===== config.mk =====
export PLATFORM = sky130hd
export DESIGN_NAME = conv2_window_buf
export DESIGN_NICKNAME = d
export VERILOG_FILES = /design/src/rtl/cnn_pkg.sv /design/src/rtl/win_shift_chan.sv /design/src/rtl/conv2_window_buf.sv
export SDC_FILE = /design/constraint.sdc
export NUM_CORES = 2
export LEC_CHECK = 0
export ABC_AREA = 1
export CAP_MARGIN = 0
export CORE_ASPECT_RATIO = 0.5
export CORE_MARGIN = 1.5
export CORE_UTILIZATION = 35
export DETAILED_ROUTE_END_ITERATION = 10
export GPL_TIMING_DRIVEN = 1
export PLACE_DENSITY = 0.57
export SYNTH_ARGS = -nofsm -noshare
export SYNTH_HDL_FRONTEND = slang
export SYNTH_HIERARCHICAL = 1
export SYNTH_SLANG_ARGS = --single-unit

===== constraint.sdc =====
create_clock -name clk -period 59.2 [get_ports clk]
set_clock_uncertainty 0.15 [all_clocks]
set_input_delay 8.88 -clock clk [delete_from_list [all_inputs] [get_ports clk]]
set_output_delay 8.88 -clock clk [all_outputs]
set_load 0.02 [all_outputs]

===== src/rtl/cnn_pkg.sv =====
// -----------------------------------------------------------------------------
// cnn_pkg
// Shared constants and types for the CNN datapath stages.
//   DATA_BIT      : pixel width (unsigned, post-ReLU)
//   POOL1_WIDTH   : pooled frame width produced by pool-1
//   POOL1_HEIGHT  : pooled frame height produced by pool-1
//   CONV2_K       : conv-2 kernel size
//   CONV2_COL_BIT : width of the conv-2 window row/column counters
//   pixel_t       : one unsigned pixel
//   win_tap_offset: distance from the newest shift-register entry to window
//                   element (r,c)
// -----------------------------------------------------------------------------
package cnn_pkg;

  localparam int unsigned DATA_BIT      = 12;
  localparam int unsigned POOL1_WIDTH   = 12;
  localparam int unsigned POOL1_HEIGHT  = 12;
  localparam int unsigned CONV2_K       = 5;
  localparam int unsigned CONV2_COL_BIT = 4;

  typedef logic [DATA_BIT-1:0] pixel_t;

  // Row r=0 is the oldest row and c=0 the leftmost column, so element
  // (k-1,k-1) is the pixel just shifted in (offset 0).
  function automatic int unsigned win_tap_offset(input int unsigned r,
                                                 input int unsigned c,
                                                 input int unsigned k,
                                                 input int unsigned width);
    return (k - 1 - r) * width + (k - 1 - c);
  endfunction

endpackage : cnn_pkg


===== src/rtl/win_shift_chan.sv =====
// -----------------------------------------------------------------------------
// win_shift_chan
// One channel of the conv-2 window generator: an L = (K-1)*WIDTH + K deep
// pixel shift register with the KxK window taps flattened onto one bus.
// Ports:
//   clk        : clock
//   rst        : asynchronous active-high reset, clears every stage
//   shift_en_i : shift strobe; the new pixel enters at stage 0 (newest)
//   pix_i      : incoming pixel
//   window_o   : flattened window, element (r,c) at [(r*K+c)*DATA_BIT +: DATA_BIT]
// -----------------------------------------------------------------------------
module win_shift_chan #(
  parameter int unsigned DATA_BIT = cnn_pkg::DATA_BIT,
  parameter int unsigned WIDTH    = cnn_pkg::POOL1_WIDTH,
  parameter int unsigned K        = cnn_pkg::CONV2_K
) (
  input  logic                      clk,
  input  logic                      rst,
  input  logic                      shift_en_i,
  input  logic [DATA_BIT-1:0]       pix_i,
  output logic [K*K*DATA_BIT-1:0]   window_o
);

  import cnn_pkg::*;

  localparam int unsigned L = (K - 1) * WIDTH + K;

  // Stage 0 holds the newest pixel, stage L-1 the oldest one still needed.
  logic [DATA_BIT-1:0] sr_q [L];

  // Shift register; holds when no pixel is accepted.
  always_ff @(posedge clk or posedge rst) begin
    if (rst) begin
      for (int i = 0; i < int'(L); i++) begin
        sr_q[i] <= '0;
      end
    end else if (shift_en_i) begin
      sr_q[0] <= pix_i;
      for (int i = 1; i < int'(L); i++) begin
        sr_q[i] <= sr_q[i-1];
      end
    end
  end

  // Window taps are pure wiring from the shift-register stages.
  for (genvar r = 0; r < int'(K); r++) begin : g_row
    for (genvar c = 0; c < int'(K); c++) begin : g_col
      localparam int unsigned TAP = win_tap_offset(r, c, K, WIDTH);
      assign window_o[(r*K+c)*DATA_BIT +: DATA_BIT] = sr_q[TAP];
    end
  end

endmodule : win_shift_chan


===== src/rtl/conv2_window_buf.sv =====
// -----------------------------------------------------------------------------
// conv2_window_buf
// Window generator between pool-1 and the conv-2 MAC array. Accepts the
// 3-channel pooled stream in raster order and presents the KxK window of all
// three channels for every position where a full neighbourhood exists
// (8x8 = 64 windows per 12x12 frame).
// Optional build macro: CONV2_WIN_FRAME_DONE_EN adds the frame_done output.
// Ports:
//   clk                    : clock
//   rst                    : asynchronous active-high reset
//   valid_in               : pixel strobe, gaps allowed
//   data_in_1..3           : channel pixels
//   window_1..3            : flattened KxK windows (combinational taps)
//   valid_out              : one-cycle window valid, registered
//   frame_done             : (macro only) pulses with the last window of a frame
// -----------------------------------------------------------------------------
module conv2_window_buf #(
  parameter int unsigned DATA_BIT = cnn_pkg::DATA_BIT,
  parameter int unsigned WIDTH    = cnn_pkg::POOL1_WIDTH,
  parameter int unsigned HEIGHT   = cnn_pkg::POOL1_HEIGHT,
  parameter int unsigned K        = cnn_pkg::CONV2_K,
  parameter int unsigned COL_BIT  = cnn_pkg::CONV2_COL_BIT
) (
  input  logic                      clk,
  input  logic                      rst,
  input  logic                      valid_in,
  input  logic [DATA_BIT-1:0]       data_in_1,
  input  logic [DATA_BIT-1:0]       data_in_2,
  input  logic [DATA_BIT-1:0]       data_in_3,
  output logic [K*K*DATA_BIT-1:0]   window_1,
  output logic [K*K*DATA_BIT-1:0]   window_2,
  output logic [K*K*DATA_BIT-1:0]   window_3,
  output logic                      valid_out
`ifdef CONV2_WIN_FRAME_DONE_EN
  ,
  output logic                      frame_done
`endif
);

  import cnn_pkg::*;

  localparam logic [COL_BIT-1:0] COL_LAST = COL_BIT'(WIDTH - 1);
  localparam logic [COL_BIT-1:0] ROW_LAST = COL_BIT'(HEIGHT - 1);
  localparam logic [COL_BIT-1:0] WIN_MIN  = COL_BIT'(K - 1);

  logic [COL_BIT-1:0] col_q, col_d;
  logic [COL_BIT-1:0] row_q, row_d;
  logic               valid_q, valid_d;
  logic               at_col_last;
  logic               at_row_last;
  logic               in_window_region;

  // Three identical channel buffers sharing the accept strobe and reset.
  win_shift_chan #(
    .DATA_BIT (DATA_BIT),
    .WIDTH    (WIDTH),
    .K        (K)
  ) u_chan_1 (
    .clk        (clk),
    .rst        (rst),
    .shift_en_i (valid_in),
    .pix_i      (data_in_1),
    .window_o   (window_1)
  );

  win_shift_chan #(
    .DATA_BIT (DATA_BIT),
    .WIDTH    (WIDTH),
    .K        (K)
  ) u_chan_2 (
    .clk        (clk),
    .rst        (rst),
    .shift_en_i (valid_in),
    .pix_i      (data_in_2),
    .window_o   (window_2)
  );

  win_shift_chan #(
    .DATA_BIT (DATA_BIT),
    .WIDTH    (WIDTH),
    .K        (K)
  ) u_chan_3 (
    .clk        (clk),
    .rst        (rst),
    .shift_en_i (valid_in),
    .pix_i      (data_in_3),
    .window_o   (window_3)
  );

  // Position decode of the pixel being accepted this cycle.
  assign at_col_last      = (col_q == COL_LAST);
  assign at_row_last      = (row_q == ROW_LAST);
  // Positions left of / above K-1 would expose pixels from the previous row
  // or frame, so they never pulse; this is why no clear is needed per frame.
  assign in_window_region = (row_q >= WIN_MIN) && (col_q >= WIN_MIN);

  // Raster counters and window-valid next state.
  always_comb begin
    col_d   = col_q;
    row_d   = row_q;
    valid_d = 1'b0;
    if (valid_in) begin
      valid_d = in_window_region;
      if (at_col_last) begin
        col_d = '0;
        row_d = at_row_last ? '0 : row_q + COL_BIT'(1);
      end else begin
        col_d = col_q + COL_BIT'(1);
      end
    end
  end

  always_ff @(posedge clk or posedge rst) begin
    if (rst) begin
      col_q   <= '0;
      row_q   <= '0;
      valid_q <= 1'b0;
    end else begin
      col_q   <= col_d;
      row_q   <= row_d;
      valid_q <= valid_d;
    end
  end

  assign valid_out = valid_q;

`ifdef CONV2_WIN_FRAME_DONE_EN
  logic frame_done_q, frame_done_d;

  // Last pixel of the frame is always inside the window region, so this
  // coincides with the final valid_out pulse.
  always_comb begin
    frame_done_d = valid_in && at_col_last && at_row_last;
  end

  always_ff @(posedge clk or posedge rst) begin
    if (rst) begin
      frame_done_q <= 1'b0;
    end else begin
      frame_done_q <= frame_done_d;
    end
  end

  assign frame_done = frame_done_q;
`endif

endmodule : conv2_window_buf


==> results.cfg <==
[synth]
ys_top_cells_by_area = dfrtp_1, nand2_1, buf_4
yosys_most_used_dff = dfrtp_1
synth_edf_count = 0
syn_nets = 9053
yosys-top-cells-count = nand2_1, dfrtp_1, buf_4, buf_2, buf_6
synth_top_area_cell = dfrtp_1
synth_cells = 9012
yosysMostFrequentCell = nand2_1
yosysSeqAreaShare_pct = 60.6
yosysUniqueCellTypes = 19
synth_top_cell_area_share_pct = 60.6
ys_ff_latch = 1917
ys_warn_count = 6
synth.avg_cell_area_um2 = 8.78
synth_area_mm2 = 0.0791
async_reset_ff_share_pct = 100

[routing]
finalWirelength_mm = 203
via_count = 52513
drt_pass1_iterations = 8
drcViolationCount = 0
ant_nets = 0
routedWlPerCell_um = 16.9
via_per_inst = 4.37
drtIter0Drc = 4488

[pwr]
p_sw_share_pct = 27.3
power.internal_uw = 2260
p_clk_share_pct = 38.6
combinationalPowerShare_pct = 12.3
p_leak_uw = 0.0487
ir_worst_vdd_mv = 0.0233
power_frac_seq_pct = 49.1
cellPowerDensity_mw_per_mm2 = 34.7
p_switching_uw = 847

[sta]
max_freq_ghz = 0.0772
setup_tns_ns = 0
period_share_pct = 21.9
fin_hold_ws_ns = 0.277
rsz0062_at_grt = no
setup_viol = 0
max-slew-margin-rel_pct = 16.7
hold_viol = 0
worst_slew_pin_slew_ns = 1.25
period_minus_slack_ns = 12.95
slew_violations = 0

[global_routing]
grt_use_total_pct = 17.3
grt_first_pass_wirelength_mm = 313
antenna_found_initial = 7
grt_max_degree = 228
overflow = 0
grt_pass1_vias = 50211

[floorplanning]
die_w_um = 675
start_util_pct = 35.2
core_mm2 = 0.225
num_io_pins = 940
std_cell_rows = 123
die_h_um = 339
die-area_mm2 = 0.229

[clock_tree]
htreeDepth = 4
cts_made_buffers = 185
cts_buffer_depth = 4
cts_setup_buffers = 0
clk_pin_slew_worst_paths_ns = 0.07
clkLatencyLatePin_ns = 0.83
cts.repair.resized = 0
cts_tree = yes
root_buffer = clkbuf_16
cts.sinks = 1917
ctsHoldBuffers = 0

[job]
maxCapViolCount = 0

[placement]
gp_congestion = 0.874
portBuffers = 939
dp_hpwl_mm = 132

[setup_path]
arrival_ns = 13.52
cp-start-kind = input port
end_kind = flip-flop
crit_required_ns = 59.77
cp_max_fo = 152
path_class = in -> reg

[finish]
final_util_pct = 39.8
ff_latch_area_mm2 = 0.0480
fin_nets = 8907
nFillCells = 22609
multi_input_area_mm2 = 0.0217
syn_to_final_growth_pct = 13.1
drive_above_1_share_pct = 3.84

[outcome]
status = complete, no violations

[hold_path]
hold_path.class = reg -> reg
## cell families after synthesis
family          share of synthesized area [%]
buf+inv                                  12.0
xor+xnor                               0.0111
compound gates                         0.0490
flops                                    60.6
simple gates                             27.3
mux                                    0.0142
fa+ha+maj                              0.0316
## state kept, by name, summed over array words and instances, names as in the netlist
name,cells
u_chan_3/window_o,300
u_chan_1/sr_q,336
u_chan_1/window_o,300
valid_out,1
col_q,4
u_chan_2/sr_q,336
u_chan_3/sr_q,336
row_q,4
u_chan_2/window_o,300
## stage by stage
stage / total power (µW) / std cells / setup slack (ns) / instance area [µm²]
finish: 3100 / 12005 / 46.25 / 89500
global route: 3250 / 12005 / 45.83 / 89500
CTS: 3150 / 12003 / 46.26 / 89500
detailed placement: 1940 / 11679 / 45.40 / 83400
global placement: 1930 / 11679 / 45.46 / 83400
floorplan: 1810 / 9012 / 32.35 / 79100
## layer usage
layer,routed length [µm],vias up,GRT usage (%)
li1,-,25849,-
met1,89200,25500,23.2
met2,97500,802,28.3
met3,7130,360,2.65
met4,8730,2,6.84
met5,8,-,0
## cells in the final DEF (no fill, tap or decap), drive strengths merged, types with 2 or more instances in the layout
cell type / Yosys / routed
nand2: 5734 / 5734
dfrtp: 1917 / 1917
clkdlybuf4s50: 0 / 938
clkbuf: 0 / 278
buf: 1323 / 52
clkinv: 0 / 30
inv: 13 / 19
bufinv: 0 / 9
nor2: 8 / 8
nand3: 5 / 5
a21oi: 4 / 4
o21ai: 3 / 3
diode: 0 / 2
ha: 2 / 2
## power by group through the flow
stage          Clock [µW]  Sequential [µW]  Combinational, µW
3_5_place_dp            0             1550                389
2_1_floorplan           0             1510                305
5_1_grt              1290             1540                419
4_1_cts              1240             1530                390
6_report             1200             1520                382
3_3_place_gp            0             1550                384
## final timing paths
check	slack [ns]	cells past startpoint	start	to
min in group asynchronous	8.66	2	rst	valid_out
min	0.28	2	u_chan_1/sr_q[118]	u_chan_1/sr_q[106]
min reg2reg	0.28	2	u_chan_1/sr_q[118]	u_chan_1/sr_q[106]
max	46.25	8	valid_in	u_chan_1/sr_q[408]
max in group asynchronous	47.13	5	rst	u_chan_1/sr_q[422]
max reg2reg	57.81	6	col_q[0]	row_q[3]
## layout make-up
| cell class | instances | share of cell area, % |
|---|---|---|
| antenna | 2 | 0.00559 |
| clock buffer | 278 | 6.20 |
| tap | 3000 | 4.20 |
| multi-input combinational | 5759 | 24.2 |
| timing repair buffer | 990 | 11.1 |
| clock inverter | 46 | 0.557 |
| inverter | 13 | 0.105 |
| sequential | 1917 | 53.6 |
## worst max-delay path: stages
cell,delay [ns]
buf_16,0.42
buf_4,0.62
buf_4,0.63
buf_4,0.70
buf_4,0.78
buf_4,0.88
nand2_1,0.15
nand2_1,0.11
Note: power is estimated with default switching activity, not from simulation.
